[src/rtl/opti_coef_loader_if.sv]
// Coefficient write / commit handshake between a host and opti_coef_loader.
interface opti_coef_loader_if;
  logic        wr_en;
  logic [4:0]  wr_addr;
  logic [23:0] wr_data;
  logic        wr_ready;
  logic        wr_err;
  logic        commit;
  logic        commit_busy;
  logic        commit_done;

  modport master (
    output wr_en, wr_addr, wr_data, commit,
    input  wr_ready, wr_err, commit_busy, commit_done
  );

  modport slave (
    input  wr_en, wr_addr, wr_data, commit,
    output wr_ready, wr_err, commit_busy, commit_done
  );
endinterface

[src/rtl/opti_coef_loader.sv]
// Double-buffered SOS coefficient loader: host writes a shadow bank, which is
// swapped into the active bank as a whole once the sample stream goes quiet.
module opti_coef_loader #(
  parameter int unsigned NUM_SECT  = 4,
  parameter int unsigned DRAIN_CYC = 4
) (
  input  logic                   clk,
  input  logic                   rst_n,
  opti_coef_loader_if.slave      cfg,
  input  logic                   sample_valid,
  output logic [NUM_SECT*24-1:0] b0_o,
  output logic [NUM_SECT*24-1:0] b1_o,
  output logic [NUM_SECT*24-1:0] b2_o,
  output logic [NUM_SECT*24-1:0] a1_o,
  output logic [NUM_SECT*24-1:0] a2_o,
  output logic                   bank_id
);

  localparam int unsigned CW    = 24;
  localparam int unsigned NCOEF = 5;
  localparam int unsigned QW    = $clog2(DRAIN_CYC + 1);
  localparam logic [CW-1:0] UNITY = 24'h400000;

  typedef enum logic [1:0] {IDLE, PENDING, SWAP} state_t;

  state_t        state_q, state_d;
  logic [QW-1:0] qcnt_q;
  logic          wr_ready_q, wr_err_q, busy_q, done_q, bank_q;

  logic [CW-1:0] shadow_q [NUM_SECT][NCOEF];
  logic [CW-1:0] active_q [NUM_SECT][NCOEF];

  logic [1:0] wr_sec;
  logic [2:0] wr_idx;
  logic       addr_ok, wr_accept, commit_accept, quiet;

  assign wr_sec        = cfg.wr_addr[4:3];
  assign wr_idx        = cfg.wr_addr[2:0];
  assign addr_ok       = (wr_idx < 3'd5) && (32'(wr_sec) < NUM_SECT);
  assign wr_accept     = cfg.wr_en && addr_ok && wr_ready_q;
  assign commit_accept = cfg.commit && wr_ready_q;
  assign quiet         = (qcnt_q == QW'(DRAIN_CYC)) && !sample_valid;

  // State register
  always_ff @(posedge clk) begin
    if (!rst_n) state_q <= IDLE;
    else        state_q <= state_d;
  end

  // Next-state logic
  always_comb begin
    state_d = state_q;
    case (state_q)
      IDLE:    if (commit_accept) state_d = PENDING;
      PENDING: if (quiet)         state_d = SWAP;
      SWAP:                       state_d = IDLE;
      default:                    state_d = IDLE;
    endcase
  end

  // Quiet counter and registered status; the commit cycle itself counts as the
  // first quiet cycle so the drain window always starts fresh at commit.
  always_ff @(posedge clk) begin
    if (!rst_n) begin
      qcnt_q     <= '0;
      wr_ready_q <= 1'b0;
      wr_err_q   <= 1'b0;
      busy_q     <= 1'b0;
      done_q     <= 1'b0;
      bank_q     <= 1'b0;
    end else begin
      if (sample_valid)                     qcnt_q <= '0;
      else if (commit_accept)               qcnt_q <= QW'(1);
      else if (qcnt_q != QW'(DRAIN_CYC))    qcnt_q <= qcnt_q + QW'(1);
      wr_ready_q <= (state_d == IDLE);
      wr_err_q   <= cfg.wr_en && !wr_accept;
      busy_q     <= (state_d != IDLE);
      done_q     <= (state_q == SWAP);
      if (state_q == SWAP) bank_q <= ~bank_q;
    end
  end

  // Coefficient banks; active only ever changes as a whole on the swap edge
  always_ff @(posedge clk) begin
    if (!rst_n) begin
      for (int s = 0; s < NUM_SECT; s++) begin
        for (int k = 0; k < NCOEF; k++) begin
          shadow_q[s][k] <= (k == 0) ? UNITY : '0;
          active_q[s][k] <= (k == 0) ? UNITY : '0;
        end
      end
    end else begin
      if (wr_accept) shadow_q[wr_sec][wr_idx] <= cfg.wr_data;
      if (state_q == SWAP) begin
        for (int s = 0; s < NUM_SECT; s++) begin
          for (int k = 0; k < NCOEF; k++) active_q[s][k] <= shadow_q[s][k];
        end
      end
    end
  end

  assign cfg.wr_ready    = wr_ready_q;
  assign cfg.wr_err      = wr_err_q;
  assign cfg.commit_busy = busy_q;
  assign cfg.commit_done = done_q;
  assign bank_id         = bank_q;

  for (genvar s = 0; s < NUM_SECT; s++) begin : g_out
    assign b0_o[s*CW +: CW] = active_q[s][0];
    assign b1_o[s*CW +: CW] = active_q[s][1];
    assign b2_o[s*CW +: CW] = active_q[s][2];
    assign a1_o[s*CW +: CW] = active_q[s][3];
    assign a2_o[s*CW +: CW] = active_q[s][4];
  end

endmodule

[src/flat_wrapper.sv]
// flat-port wrapper written by rule: the top's interface ports become plain ports
module opti_coef_loader_flat 
#(
  parameter int unsigned NUM_SECT  = 4,
  parameter int unsigned DRAIN_CYC = 4
)
  (clk, rst_n, sample_valid, b0_o, b1_o, b2_o, a1_o, a2_o, bank_id, cfg_wr_en, cfg_wr_addr, cfg_wr_data, cfg_commit, cfg_wr_ready, cfg_wr_err, cfg_commit_busy, cfg_commit_done);
  opti_coef_loader_if cfg_i ();
  input  logic clk;
  input  logic rst_n;
  input  logic sample_valid;
  output logic [NUM_SECT*24-1:0] b0_o;
  output logic [NUM_SECT*24-1:0] b1_o;
  output logic [NUM_SECT*24-1:0] b2_o;
  output logic [NUM_SECT*24-1:0] a1_o;
  output logic [NUM_SECT*24-1:0] a2_o;
  output logic bank_id;
  input wire logic [$bits(cfg_i.wr_en)-1:0] cfg_wr_en;
  input wire logic [$bits(cfg_i.wr_addr)-1:0] cfg_wr_addr;
  input wire logic [$bits(cfg_i.wr_data)-1:0] cfg_wr_data;
  input wire logic [$bits(cfg_i.commit)-1:0] cfg_commit;
  output wire logic [$bits(cfg_i.wr_ready)-1:0] cfg_wr_ready;
  output wire logic [$bits(cfg_i.wr_err)-1:0] cfg_wr_err;
  output wire logic [$bits(cfg_i.commit_busy)-1:0] cfg_commit_busy;
  output wire logic [$bits(cfg_i.commit_done)-1:0] cfg_commit_done;
  assign cfg_i.wr_en = cfg_wr_en;
  assign cfg_i.wr_addr = cfg_wr_addr;
  assign cfg_i.wr_data = cfg_wr_data;
  assign cfg_i.commit = cfg_commit;
  assign cfg_wr_ready = cfg_i.wr_ready;
  assign cfg_wr_err = cfg_i.wr_err;
  assign cfg_commit_busy = cfg_i.commit_busy;
  assign cfg_commit_done = cfg_i.commit_done;
  opti_coef_loader #(.NUM_SECT(NUM_SECT), .DRAIN_CYC(DRAIN_CYC)) u_core (.clk(clk), .rst_n(rst_n), .cfg(cfg_i), .sample_valid(sample_valid), .b0_o(b0_o), .b1_o(b1_o), .b2_o(b2_o), .a1_o(a1_o), .a2_o(a2_o), .bank_id(bank_id));
endmodule
[config.mk]
export PLATFORM = sky130hd
export DESIGN_NAME = opti_coef_loader_flat
export DESIGN_NICKNAME = d
export VERILOG_FILES = /design/src/rtl/opti_coef_loader_if.sv /design/src/rtl/opti_coef_loader.sv /design/src/flat_wrapper.sv
export SDC_FILE = /design/constraint.sdc
export NUM_CORES = 1
export LEC_CHECK = 0
export BUFFER_PORTS_ARGS = -buffer_cell sky130_fd_sc_hd__buf_4
export CAP_MARGIN = 10
export CELL_PAD_IN_SITES_DETAIL_PLACEMENT = 1
export CELL_PAD_IN_SITES_GLOBAL_PLACEMENT = 1
export CORE_MARGIN = 2
export CORE_UTILIZATION = 40
export DETAILED_ROUTE_END_ITERATION = 8
export GPL_TIMING_DRIVEN = 0
export HOLD_SLACK_MARGIN = 0.15
export PLACE_DENSITY_LB_ADDON = 0.15
export SETUP_SLACK_MARGIN = 0.05
export SYNTH_ARGS = -nofsm -noshare
export SYNTH_HDL_FRONTEND = slang
export SYNTH_SLANG_ARGS = --single-unit
[constraint.sdc]
create_clock -name clk -period 15.25 [get_ports clk]
set_input_delay 1.525 -clock clk [delete_from_list [all_inputs] [get_ports clk]]
set_output_delay 1.525 -clock clk [all_outputs]
set_load 0.005 [all_outputs]
# Word level (Yosys, flattened, before mapping)
# Memories as Yosys holds them, arrays and structs flattened.
# Index checks and enable logic that the tools add are counted.
# Widths: inputs -> output; s select.
[classes] bitwise_logic=23 n_reduce_logical=15 muxes=37 addsub=1 n_eq_ne=4 order_cmp=3
[op_table] cell="$mux 24" n=21
[op_table] cell="$mux 120" n=3
[op_table] cell="$reduce_or 120->1" n=1
[op_table] cell="$demux 24 s3" n=1
[op_table] cell="$or 1x1->1" n=20
[op_table] cell="$mux 1" n=8
[op_table] cell="$logic_and 1x1->1" n=6
[op_table] cell="$mux 2" n=3
[op_table] cell="$ge 4x4->1 const B" n=1
[op_table] cell="$logic_not 2->1" n=2
[op_table] cell="$lt 4x1->1 const B" n=1
[op_table] cell="$not 3->4" n=1
[op_table] cell="$pmux 2 s2" n=1
[op_table] cell="$reduce_bool 2->1" n=2
[op_table] cell="$add 3x1->3 const B" n=1
[op_table] cell="$eq 3x3->1 const B" n=1
[op_table] cell="$lt 3x3->1 const B" n=1
[op_table] cell="$ne 3x3->1 const B" n=1
[op_table] cell="$reduce_or 3->1" n=1
[op_table] cell="$eq 2x1->1 const B" n=1
[op_table] cell="$eq 2x2->1 const B" n=1
[op_table] cell="$logic_not 1->1" n=2
[op_table] cell="$not 1->1" n=2
[op_table] cell="$reduce_or 2->1" n=1
[word_totals] ff_bits=10 output_inout_bits=485 n_memories=2 in_bits=34 ramBits=960
[mem_list] name="u_core.active_q" words=4 width=120 read_ports=4 rd_ports_with_merged_regs=0 write_ports=4 line="opti_coef_loader.sv:31" rtl="logic [CW-1:0] active_q [NUM_SECT][NCOEF];"
[mem_list] name="u_core.shadow_q" words=4 width=120 read_ports=4 rd_ports_with_merged_regs=0 write_ports=4 line="opti_coef_loader.sv:30" rtl="logic [CW-1:0] shadow_q [NUM_SECT][NCOEF];"

# Depth between registers and ports, before layout
# Gate-level depths: netlist (run 1).
[logic_depth] word_depth=8 mapped_depth=7 depth_no_buf=5

# Least setup slack after synthesis (run 1)
# Ideal clock, no wire load.
[synth_path] kind="input to register" startpoint="input rst_n" endpoint="memory u_core.active_q[0][0] (netlist bit), enable pin" n_path_buf=2 t_required_ps=11794 arrival_time_ps=9671 path_slack_ps=2124 setup_time_ps=3456 cell_stages=3 cell_sequence="buf_2 > buf_1 > nand2_1"
[synth_lines] element="start: declaration" line="flat_wrapper.sv:10" rtl="input logic rst_n;"
[synth_lines] element="end: declaration" line="opti_coef_loader.sv:31"

==> results.tsv, run 1 <==
stage	metric	value	unit
logic_synthesis	synth_area	35200	um2
clock_network	cts-root-buf	clkbuf_16	
logic_synthesis	syn_area_per_cell	15.8	um2
global_route	antenna_found_initial	14	
critical_path	cp_max_fo	71	
timing	post-route-period-util	24.8	%
hold_path	min_to	u_core.state_q[1]	
layout	finalInstanceArea	44300	um2
global_route	overflow	0	
floorplan	start_util	40.5	%
logic_synthesis	ys_seq_elements	970	
logic_synthesis	ys_warn_count	0	
critical_path	critical_path_class	primary input to flip-flop	
pwr	fin_total_pwr	5640	uW
hold_path	hold_path.class	flip-flop to flip-flop	
floorplan	rows	108	
floorplan	core	86900	um2
clock_network	clkTransAtPathRegs	60	ps
routing	vias	20200	
clock_network	clock-sinks	970	
logic_synthesis	ys_seq_area_share	82.5	%
critical_path	end_kind	flip-flop	
timing	hold_ws	485	ps
clock_network	clkLatencyLatePin	660	ps
logic_synthesis	synth_top_cells_by_area	edfxtp_1, and2_1, nor2_1	
timing	rsz0062_at_grt	no	
layout	final_common_cell	edfxtp_1	
logic_synthesis	synth_top_area_cell	edfxtp_1	
clock_network	clk_path_buf_depth	3	
logic_synthesis	yosysTopAreaCellShare	82.0	%
clock_network	cts_buffers	100	
layout	fin_util	51.0	%
global_route	grt_max_degree	72	
critical_path	worstReg2RegStart	u_core.state_q[0]	
layout	instances_no_fill	4095	
place	placed_area	41200	um2
routing	drt_first_pass_iters	5	
hold_path	hold_start	u_core.state_q[1]	
logic_synthesis	syn-num-nets	2260	
routing	drtAntennaViolNets	0	
timing	max_slew.worst_pin.slew	1140	ps
pwr	p_per_area	127	nW/um2
routing	via_per_inst	4.92	
place	place_hpwl	76800	um
timing	slew_headroom	24.0	%
run_status	status	finished clean	
pwr	leakage	0.0166	uW
global_route	grt_pass1_vias	21000	
timing	fmax	264	MHz
pwr	irDropWorstVdd	81.6	uV
timing	hold_viol	0	
timing	slew_viol_final	0	
critical_path	ff2ff_setup_slack	12320	ps
critical_path	r2r_cells	5	
timing	finClkSkew	29.9	ps
floorplan	boundaryPins	519	
global_route	grtUsageTotal	23.8	%
job	drv_cap	0	
critical_path	r2r-end	u_core.active_q[0][59]	
routing	finalWirelength	108000	um
floorplan	die_height	301	um
layout	drive_gt1_share	25.3	%
clock_network	hold_buffers	0	
floorplan	die_x	301	um
routing	drt_iter0_markers	1529	
floorplan	dieArea	90300	um2
logic_synthesis	postSynthCellCount	2224	
clock_network	post_cts_buffers	0	
place	place_inst	3918	
timing	fin_crit	3790	ps
place	gp_congestion	0.798	
hold_path	min_path_cells	1	
clock_network	cts.htree.levels	3	
clock_network	cts_tree	yes	
routing	drt-wirelength-per-cell	26.5	um
timing	setup_viol	0	
critical_path	critPathRequiredTime	15600	ps
critical_path	cp-start-kind	primary input	
place	port_buffers	516	
clock_network	ctsResizeCount	0	
logic_synthesis	synthDistinctLibCells	31	
layout	nets	2901	
routing	drc	0	
layout	final_cell_mix	edfxtp_1, buf_4, nor2_1	
critical_path	critical_path_arrival	4140	ps
global_route	grt_pass1_wl	151000	um
layout	areaGrowthSynthToFinish	26.0	%
==> stage by stage <==
step	worst slack, ps	setup TNS (ps)
floorplan	2120	0
global placement	-2870	-1367290
detailed placement	10750	0
CTS	11460	0
global route	11300	0
finish	11460	0
==> critical path: stages <==
cell and delay [ps]:
buf_2 250, buf_1 840, nand2_4 580, buf_12 370
buf_16 240, buf_16 260
==> logic make-up after synthesis <==
logic type               Yosys count  share of synthesized area [%]
AND/OR/NAND/NOR                 1103                           15.5
flip-flops                       970                           82.5
buffers and inverters            121                           1.46
AO/OA/AOI/OAI                     26                          0.384
XOR/XNOR                           2                         0.0498
adder cells (fa/ha/maj)            2                         0.0711
==> cell usage after synthesis (all sizes together) <==
library cell	count
buf	42
nor3b	1
nand2	110
nand4	2
or3b	1
dfxtp	10
nand3b	1
ha	2
nor2b	4
nand4b	1
or3	8
xnor2	2
or2	2
nand3	3
o211a	1
inv	3
clkbuf	76
nand2b	6
nor3	3
o21ai	21
and2	478
nor2	482
and3b	1
edfxtp	960
a21oi	4
==> worst max-delay path by stage <==
stage,startpoint,end,slack [ps],cells past startpoint
floorplan,rst_n,u_core.active_q[0][0],2120,3
CTS,rst_n,u_core.active_q[3][58],11460,6
global route,rst_n,u_core.active_q[3][58],11300,6
detailed placement,rst_n,u_core.active_q[3][15],10750,6
finish,rst_n,u_core.active_q[3][58],11460,6
global placement,rst_n,u_core.active_q[3][15],-2870,3
==> where the power goes <==
group / internal [uW] / switching, uW
Clock: 1340 / 1020
Sequential: 3020 / 37.6
Combinational: 80.9 / 151
Total: 4440 / 1200
==> flip-flops by register name (all words and copies together), names as in the netlist <==
| register | flops |
|---|---|
| u_core.active_q | 480 |
| u_core.bank_id | 1 |
| u_core.qcnt_q | 3 |
| u_core.cfg.wr_ready | 1 |
| u_core.state_q | 2 |
| u_core.shadow_q | 480 |
| u_core.cfg.wr_err | 1 |
| u_core.cfg.commit_busy | 1 |
| u_core.cfg.commit_done | 1 |
==> area by class of cell <==
cell class,count,area [um2]
diodes,2,5.00
plain buffers,118,500
clock buffers,121,2600
clock inverters,54,493
fillers,8359,42600
inverters,3,11.3
multi-input cells,1133,5820
flip-flops and latches,970,29000
well taps,1155,1450
repair buffers,539,4420
==> per-layer routing <==
metal | vias up | routed length [um] | global-route usage, %
li1 | 9004 | - | -
met1 | 10400 | 43900 | 30.7
met2 | 636 | 53900 | 40.3
met3 | 133 | 7240 | 4.79
met4 | 14 | 3220 | 7.82
met5 | - | 89 | 0
No activity file was read; power rests on OpenSTA's default activity.
==> run 2: changes to the inputs <==
==> constraint.sdc (replaced) <==
create_clock -name clk -period 3.39 [get_ports clk]
set_input_delay 0.339 -clock clk [delete_from_list [all_inputs] [get_ports clk]]
set_output_delay 0.339 -clock clk [all_outputs]
set_load 0.005 [all_outputs]
==> run 2 against run 1 <==
  * Total power rose to 4.4 times the previous value
  * Flip-flop and latch count is the same
  * Clock-buffer cell count up 6
  * Via count up 0.27%
  * Non-clock buffer count is 8 higher
  * Clock skew decreased by 11 ps
  * Hold slack got worse by 250 ps
  * Utilization down 0.065 points
  * Register-to-register slack got worse by 12000 ps
  * Combinational power grew to 4.5 times the previous value
  * Critical path type is now flip-flop to flip-flop
  * Largest cell class unchanged
==> results.tsv, run 2 (synthesis gave the netlist of run 1 again) <==
stage	metric	value	unit	change
critical_path	crit_chain	nand2b_1, nor2_2, buf_2, clkbuf_1, and2_1		was buf_2, buf_1, nand2_4, buf_12, buf_16, buf_16
timing	max_slew.worst_pin.slew	1260	ps	was 1140 ps
timing	hold_viol	0		unchanged
run_status	status	finished clean		unchanged
clock_network	cts.htree.levels	3		unchanged
global_route	busiest_layer	met2		unchanged
global_route	met2_usage	40.5	%	was 40.3%
floorplan	die_height	301	um	unchanged
floorplan	boundaryPins	519		unchanged
routing	drtAntennaViolNets	0		unchanged
global_route	use_met3	4.88	%	was 4.79%
routing	drt-wirelength-per-cell	26.2	um	was 26.5 um
routing	via_per_inst	4.92		about the same
pwr	irDropWorstVdd	425	uV	was 81.6 uV
pwr	leakage	0.0166	uW	about the same
timing	slew_viol_final	0		unchanged
critical_path	critPathMaxStageDelay	690	ps	was 840 ps
place	place_inst	3917		was 3918
clock_network	clkTransAtPathRegs	60	ps	about the same
global_route	grt_pass1_wl	152000	um	was 151000 um
critical_path	critical_path_class	flip-flop to flip-flop		was primary input to flip-flop
global_route	overflow	0		unchanged
critical_path	crit_family	simple AND/OR/NAND/NOR gates		was buffers and inverters
critical_path	path_buf_inv	2		was 5
clock_network	cts_tree	yes		unchanged
clock_network	hold_buffers	9		was 0
job	drv_cap	0		unchanged
layout	instances_no_fill	4109		was 4095
global_route	grtUsageTotal	23.8	%	about the same
critical_path	cp_slowest_cell	clkbuf_1		was buf_1
global_route	antenna_found_initial	11		was 14
clock_network	cts-root-buf	clkbuf_16		unchanged
layout	num-fill-cells	8463		was 8359
routing	finalWirelength	108000	um	about the same
clock_network	clk_path_buf_depth	3		unchanged
timing	rsz0062_at_grt	no		unchanged
floorplan	rows	108		unchanged
layout	nets	2910		was 2901
critical_path	critical_path_arrival	3470	ps	was 4140 ps
clock_network	cts_buffers	101		was 100
global_route	grt_use_met1	31.2	%	was 30.7%
timing	setup_viol	0		unchanged
timing	fin_crit	2980	ps	
critical_path	critPathRequiredTime	3880	ps	was 15600 ps
timing	fmax	336	MHz	
pwr	fin_total_pwr	25100	uW	was 5640 uW
floorplan	core	86900	um2	unchanged
pwr	p_per_area	566	nW/um2	was 127 nW/um2
critical_path	end_kind	flip-flop		unchanged
place	place_hpwl	75800	um	was 76800 um
layout	area.sequential	29000	um2	unchanged
timing	post-route-period-util	87.9	%	
layout	multiInputGateArea	5830	um2	was 5820 um2
floorplan	start_util	40.5	%	unchanged
layout	drive_gt1_share	25.0	%	was 25.3%
place	placed_area	41200	um2	about the same
clock_network	clkLatencyLatePin	660	ps	about the same
layout	finalInstanceArea	44300	um2	about the same
critical_path	cp-start-kind	flip-flop		was primary input
place	port_buffers	516		unchanged
clock_network	post_cts_buffers	0		unchanged
routing	vias	20200		about the same
global_route	grt_pass1_vias	21400		was 21000
layout	final_cell_mix	edfxtp_1, buf_4, nor2_1		unchanged
routing	drt_first_pass_iters	5		unchanged
timing	slew_headroom	16.1	%	was 24.0%
floorplan	die_x	301	um	unchanged
critical_path	cp_max_fo	10		was 71
layout	fin_util	51.0	%	about the same
layout	top_regs	u_core.active_q: 480 flops, u_core.shadow_q: 480 flops, u_core.qcnt_q: 3 flops		unchanged
floorplan	dieArea	90300	um2	unchanged
timing	finClkSkew	18.5	ps	was 29.9 ps
hold_path	hold_path.class	primary input to flip-flop		was flip-flop to flip-flop
clock_network	ctsResizeCount	0		unchanged
global_route	grt_max_degree	113		was 72
layout	areaGrowthSynthToFinish	25.9	%	was 26.0%
routing	drc	0		unchanged
routing	drt_iter0_markers	1608		was 1529
layout	final_common_cell	edfxtp_1		unchanged
clock_network	clock-sinks	970		unchanged
place	gp_congestion	0.827		was 0.798
[run 2: cell types whose count changed in the layout (fill, tap and decap cells not counted), sizes merged]
cell,before,now
buf,581,580
bufinv,8,3
clkbuf,197,203
clkinv,42,43
clkinvlp,2,3
diode,2,3
dlygate4sd3,0,9
inv,5,7
[run 2: power breakdown]
group	total (uW)	internal (uW)	switching [uW]
Clock	10300	5710	4590
Combinational	1040	364	674
Sequential	13700	13600	169
Total	25100	19600	5430
[run 2: cell type report]
class	count	share of cell area, %
sequential	970	65.6
tap	1155	3.26
clock buffer	127	5.93
timing repair buffer	547	10.0
multi-input combinational	1133	13.2
inverter	3	0.0254
clock inverter	53	0.854
buffer	118	1.13
antenna	3	0.0170
[run 2: path summary, 6_finish.rpt]
check                           from                      end  slack (ps)  cells past startpoint
max                u_core.state_q[0]   u_core.active_q[0][57]         410                      5
max reg2reg        u_core.state_q[0]   u_core.active_q[0][57]         410                      5
min                  cfg_wr_data[23]  u_core.shadow_q[0][119]         230                      3
min reg2reg  u_core.shadow_q[3][118]  u_core.active_q[3][118]         510                      1
[run 2: layer usage]
layer	wire [um]	share of wire, %
met5	60	0.056
met4	2580	2.4
met3	7270	6.7
met2	53900	50
met1	44000	41
[run 2: stage by stage]
| step | setup slack, ps | hold slack (ps) | TNS (ps) |
|---|---|---|---|
| after floorplan | 154 | 447 | 0 |
| after global placement | -2030 | 461 | -1056380 |
| after detailed placement | -192 | 503 | -20080 |
| after CTS | 343 | 206 | 0 |
| after global routing | 268 | 237 | 0 |
| final | 411 | 231 | 0 |
[run 2: tightest hold or removal path: cells and delay by family]
family	cells	cell delay (ps)
buffers and inverters	1	160
and+or+nand+nor	2	260
==> run 3: changes to the inputs <==
--- a/config.mk
+++ b/config.mk
@@ -11,6 +11,7 @@
 export CELL_PAD_IN_SITES_GLOBAL_PLACEMENT = 1
 export CORE_MARGIN = 2
 export CORE_UTILIZATION = 40
+export CTS_BUF_LIST = sky130_fd_sc_hd__clkbuf_4
 export DETAILED_ROUTE_END_ITERATION = 8
 export GPL_TIMING_DRIVEN = 0
 export HOLD_SLACK_MARGIN = 0.15
==> run 3 against run 2 <==
  * Final cell count up 7.1%
  * Worst setup slack worse by 100 ps
  * Final area up 1.2%
  * Largest power group unchanged
==> results.tsv, run 3 (synthesis gave the netlist of run 1 again) <==
stage	metric	value	unit	change
routing	vias	21400		was 20200
place	gp_congestion	0.827		unchanged
clock_network	cts_buffers	275		was 101
floorplan	core	86900	um2	unchanged
global_route	antenna_found_initial	11		unchanged
timing	rsz0062_at_grt	no		unchanged
timing	slew_headroom	15.8	%	was 16.1%
routing	finalWirelength	110000	um	was 108000 um
place	place_inst	3917		unchanged
critical_path	critical_path_class	primary input to flip-flop		was flip-flop to flip-flop
layout	final_common_cell	edfxtp_1		unchanged
critical_path	r2r_cells	5		unchanged
critical_path	end_kind	flip-flop		unchanged
pwr	p_per_area	556	nW/um2	was 566 nW/um2
global_route	grt_pass1_vias	23100		was 21400
critical_path	cp-start-kind	primary input		was flip-flop
layout	final_cell_mix	edfxtp_1, buf_4, nor2_1		unchanged
clock_network	clkLatencyLatePin	1140	ps	was 660 ps
timing	post-route-period-util	91.0	%	was 87.9%
floorplan	dieArea	90300	um2	unchanged
global_route	grtUsageTotal	24.5	%	was 23.8%
clock_network	cts_tree	yes		unchanged
floorplan	die_height	301	um	unchanged
critical_path	critical_path_arrival	3810	ps	was 3470 ps
timing	max_slew.worst_pin.slew	1260	ps	about the same
routing	drt_first_pass_iters	5		unchanged
floorplan	die_x	301	um	unchanged
timing	slew_viol_final	0		unchanged
clock_network	cts.htree.levels	5		was 3
job	drv_cap	0		unchanged
critical_path	ff2ff_setup_slack	450	ps	was 410 ps
layout	areaGrowthSynthToFinish	27.4	%	was 25.9%
clock_network	post_cts_buffers	0		unchanged
timing	fin_crit	3080	ps	was 2980 ps
critical_path	r2r-end	u_core.active_q[0][57]		unchanged
layout	top_regs	u_core.active_q: 480 flops, u_core.shadow_q: 480 flops, u_core.qcnt_q: 3 flops		unchanged
place	placed_area	41200	um2	unchanged
floorplan	start_util	40.5	%	unchanged
routing	drt_iter0_markers	1723		was 1608
timing	finClkSkew	118	ps	was 18.5 ps
timing	hold_viol	0		unchanged
routing	drc	0		unchanged
timing	fmax	324	MHz	was 336 MHz
timing	setup_viol	0		unchanged
global_route	grt_max_degree	113		unchanged
layout	nets	3123		was 2910
clock_network	cts-root-buf	clkbuf_4		was clkbuf_16
hold_path	min_path_cells	3		unchanged
critical_path	critPathRequiredTime	4120	ps	was 3880 ps
run_status	status	finished clean		unchanged
routing	drtAntennaViolNets	0		unchanged
clock_network	clk_path_buf_depth	4		was 3
routing	via_per_inst	4.86		was 4.92
clock_network	clkTransAtPathRegs	60	ps	about the same
hold_path	hold_path.class	primary input to flip-flop		unchanged
place	place_hpwl	75800	um	unchanged
place	port_buffers	516		unchanged
global_route	grt_pass1_wl	157000	um	was 152000 um
pwr	irDropWorstVdd	265	uV	was 425 uV
layout	instances_no_fill	4400		was 4109
clock_network	hold_buffers	48		was 9
global_route	overflow	0		unchanged
floorplan	rows	108		unchanged
critical_path	cp-startpoint	rst_n		was u_core.state_q[0]
timing	hold_ws	345	ps	was 231 ps
routing	drt-wirelength-per-cell	25.0	um	was 26.2 um
layout	drive_gt1_share	30.9	%	was 25.0%
critical_path	cp_max_fo	112		was 10
hold_path	min_to	u_core.shadow_q[3][118]		was u_core.shadow_q[0][119]
layout	num-fill-cells	8659		was 8463
floorplan	boundaryPins	519		unchanged
critical_path	worstReg2RegStart	u_core.state_q[1]		was u_core.state_q[0]
clock_network	clock-sinks	970		unchanged
layout	finalInstanceArea	44800	um2	was 44300 um2
clock_network	ctsResizeCount	0		unchanged
pwr	leakage	0.0171	uW	was 0.0166 uW
hold_path	hold_start	cfg_wr_data[22]		was cfg_wr_data[23]
run 3: metal layers:
| metal | vias to the layer above | global-route usage (%) | share of wire, % |
|---|---|---|---|
| met5 | - | 0 | 0.019 |
| met4 | 4 | 8.20 | 2.2 |
| met3 | 153 | 5.76 | 6.4 |
| met2 | 795 | 41.7 | 51 |
| met1 | 10900 | 30.9 | 41 |
| li1 | 9575 | - | - |
run 3: critical path: stages:
cell,delay [ps]
dlygate4sd3_1,580
buf_2,280
buf_1,970
nand2_8,700
buf_16,490
buf_16,340
run 3: per-stage QoR:
stage / setup TNS (ps) / util [%] / total power (uW) / worst slack [ps]
6_report: 0 / 51.6 / 24900 / 306
5_1_grt: 0 / 51.6 / 25900 / 225
4_1_cts: 0 / 51.6 / 25300 / 343
3_5_place_dp: -20080 / 47.4 / 15000 / -192
3_3_place_gp: -1056380 / 46.6 / 15000 / -2030
2_1_floorplan: 0 / - / 14200 / 154
run 3: area by class of cell:
cell class / instances / area (um2) / area share [%]
clock buffers: 376 / 2820 / 6.30
well taps: 1155 / 1450 / 3.23
diodes: 4 / 10.0 / 0.0223
clock inverters: 55 / 323 / 0.720
multi-input cells: 1133 / 5830 / 13.0
flip-flops and latches: 970 / 29000 / 64.8
inverters: 3 / 11.3 / 0.0251
plain buffers: 118 / 500 / 1.12
repair buffers: 586 / 4830 / 10.8
run 3: where the power goes:
part | total [uW] | internal, uW | switching (uW) | leakage, uW
sequential | 13700 | 13600 | 170 | 0.00995
clock | 10100 | 5380 | 4750 | 0.00190
combinational | 1080 | 391 | 684 | 0.00529
total | 24900 | 19300 | 5600 | 0.0171
run 3: worst max-delay path by stage:
stage / end / depth (start not counted)
after floorplan: u_core.shadow_q[0][48] / 4
after detailed placement: u_core.active_q[3][38] / 5
after global routing: u_core.active_q[3][9] / 6
final: u_core.active_q[2][81] / 6
after global placement: u_core.shadow_q[0][109] / 4
after CTS: u_core.active_q[0][57] / 5
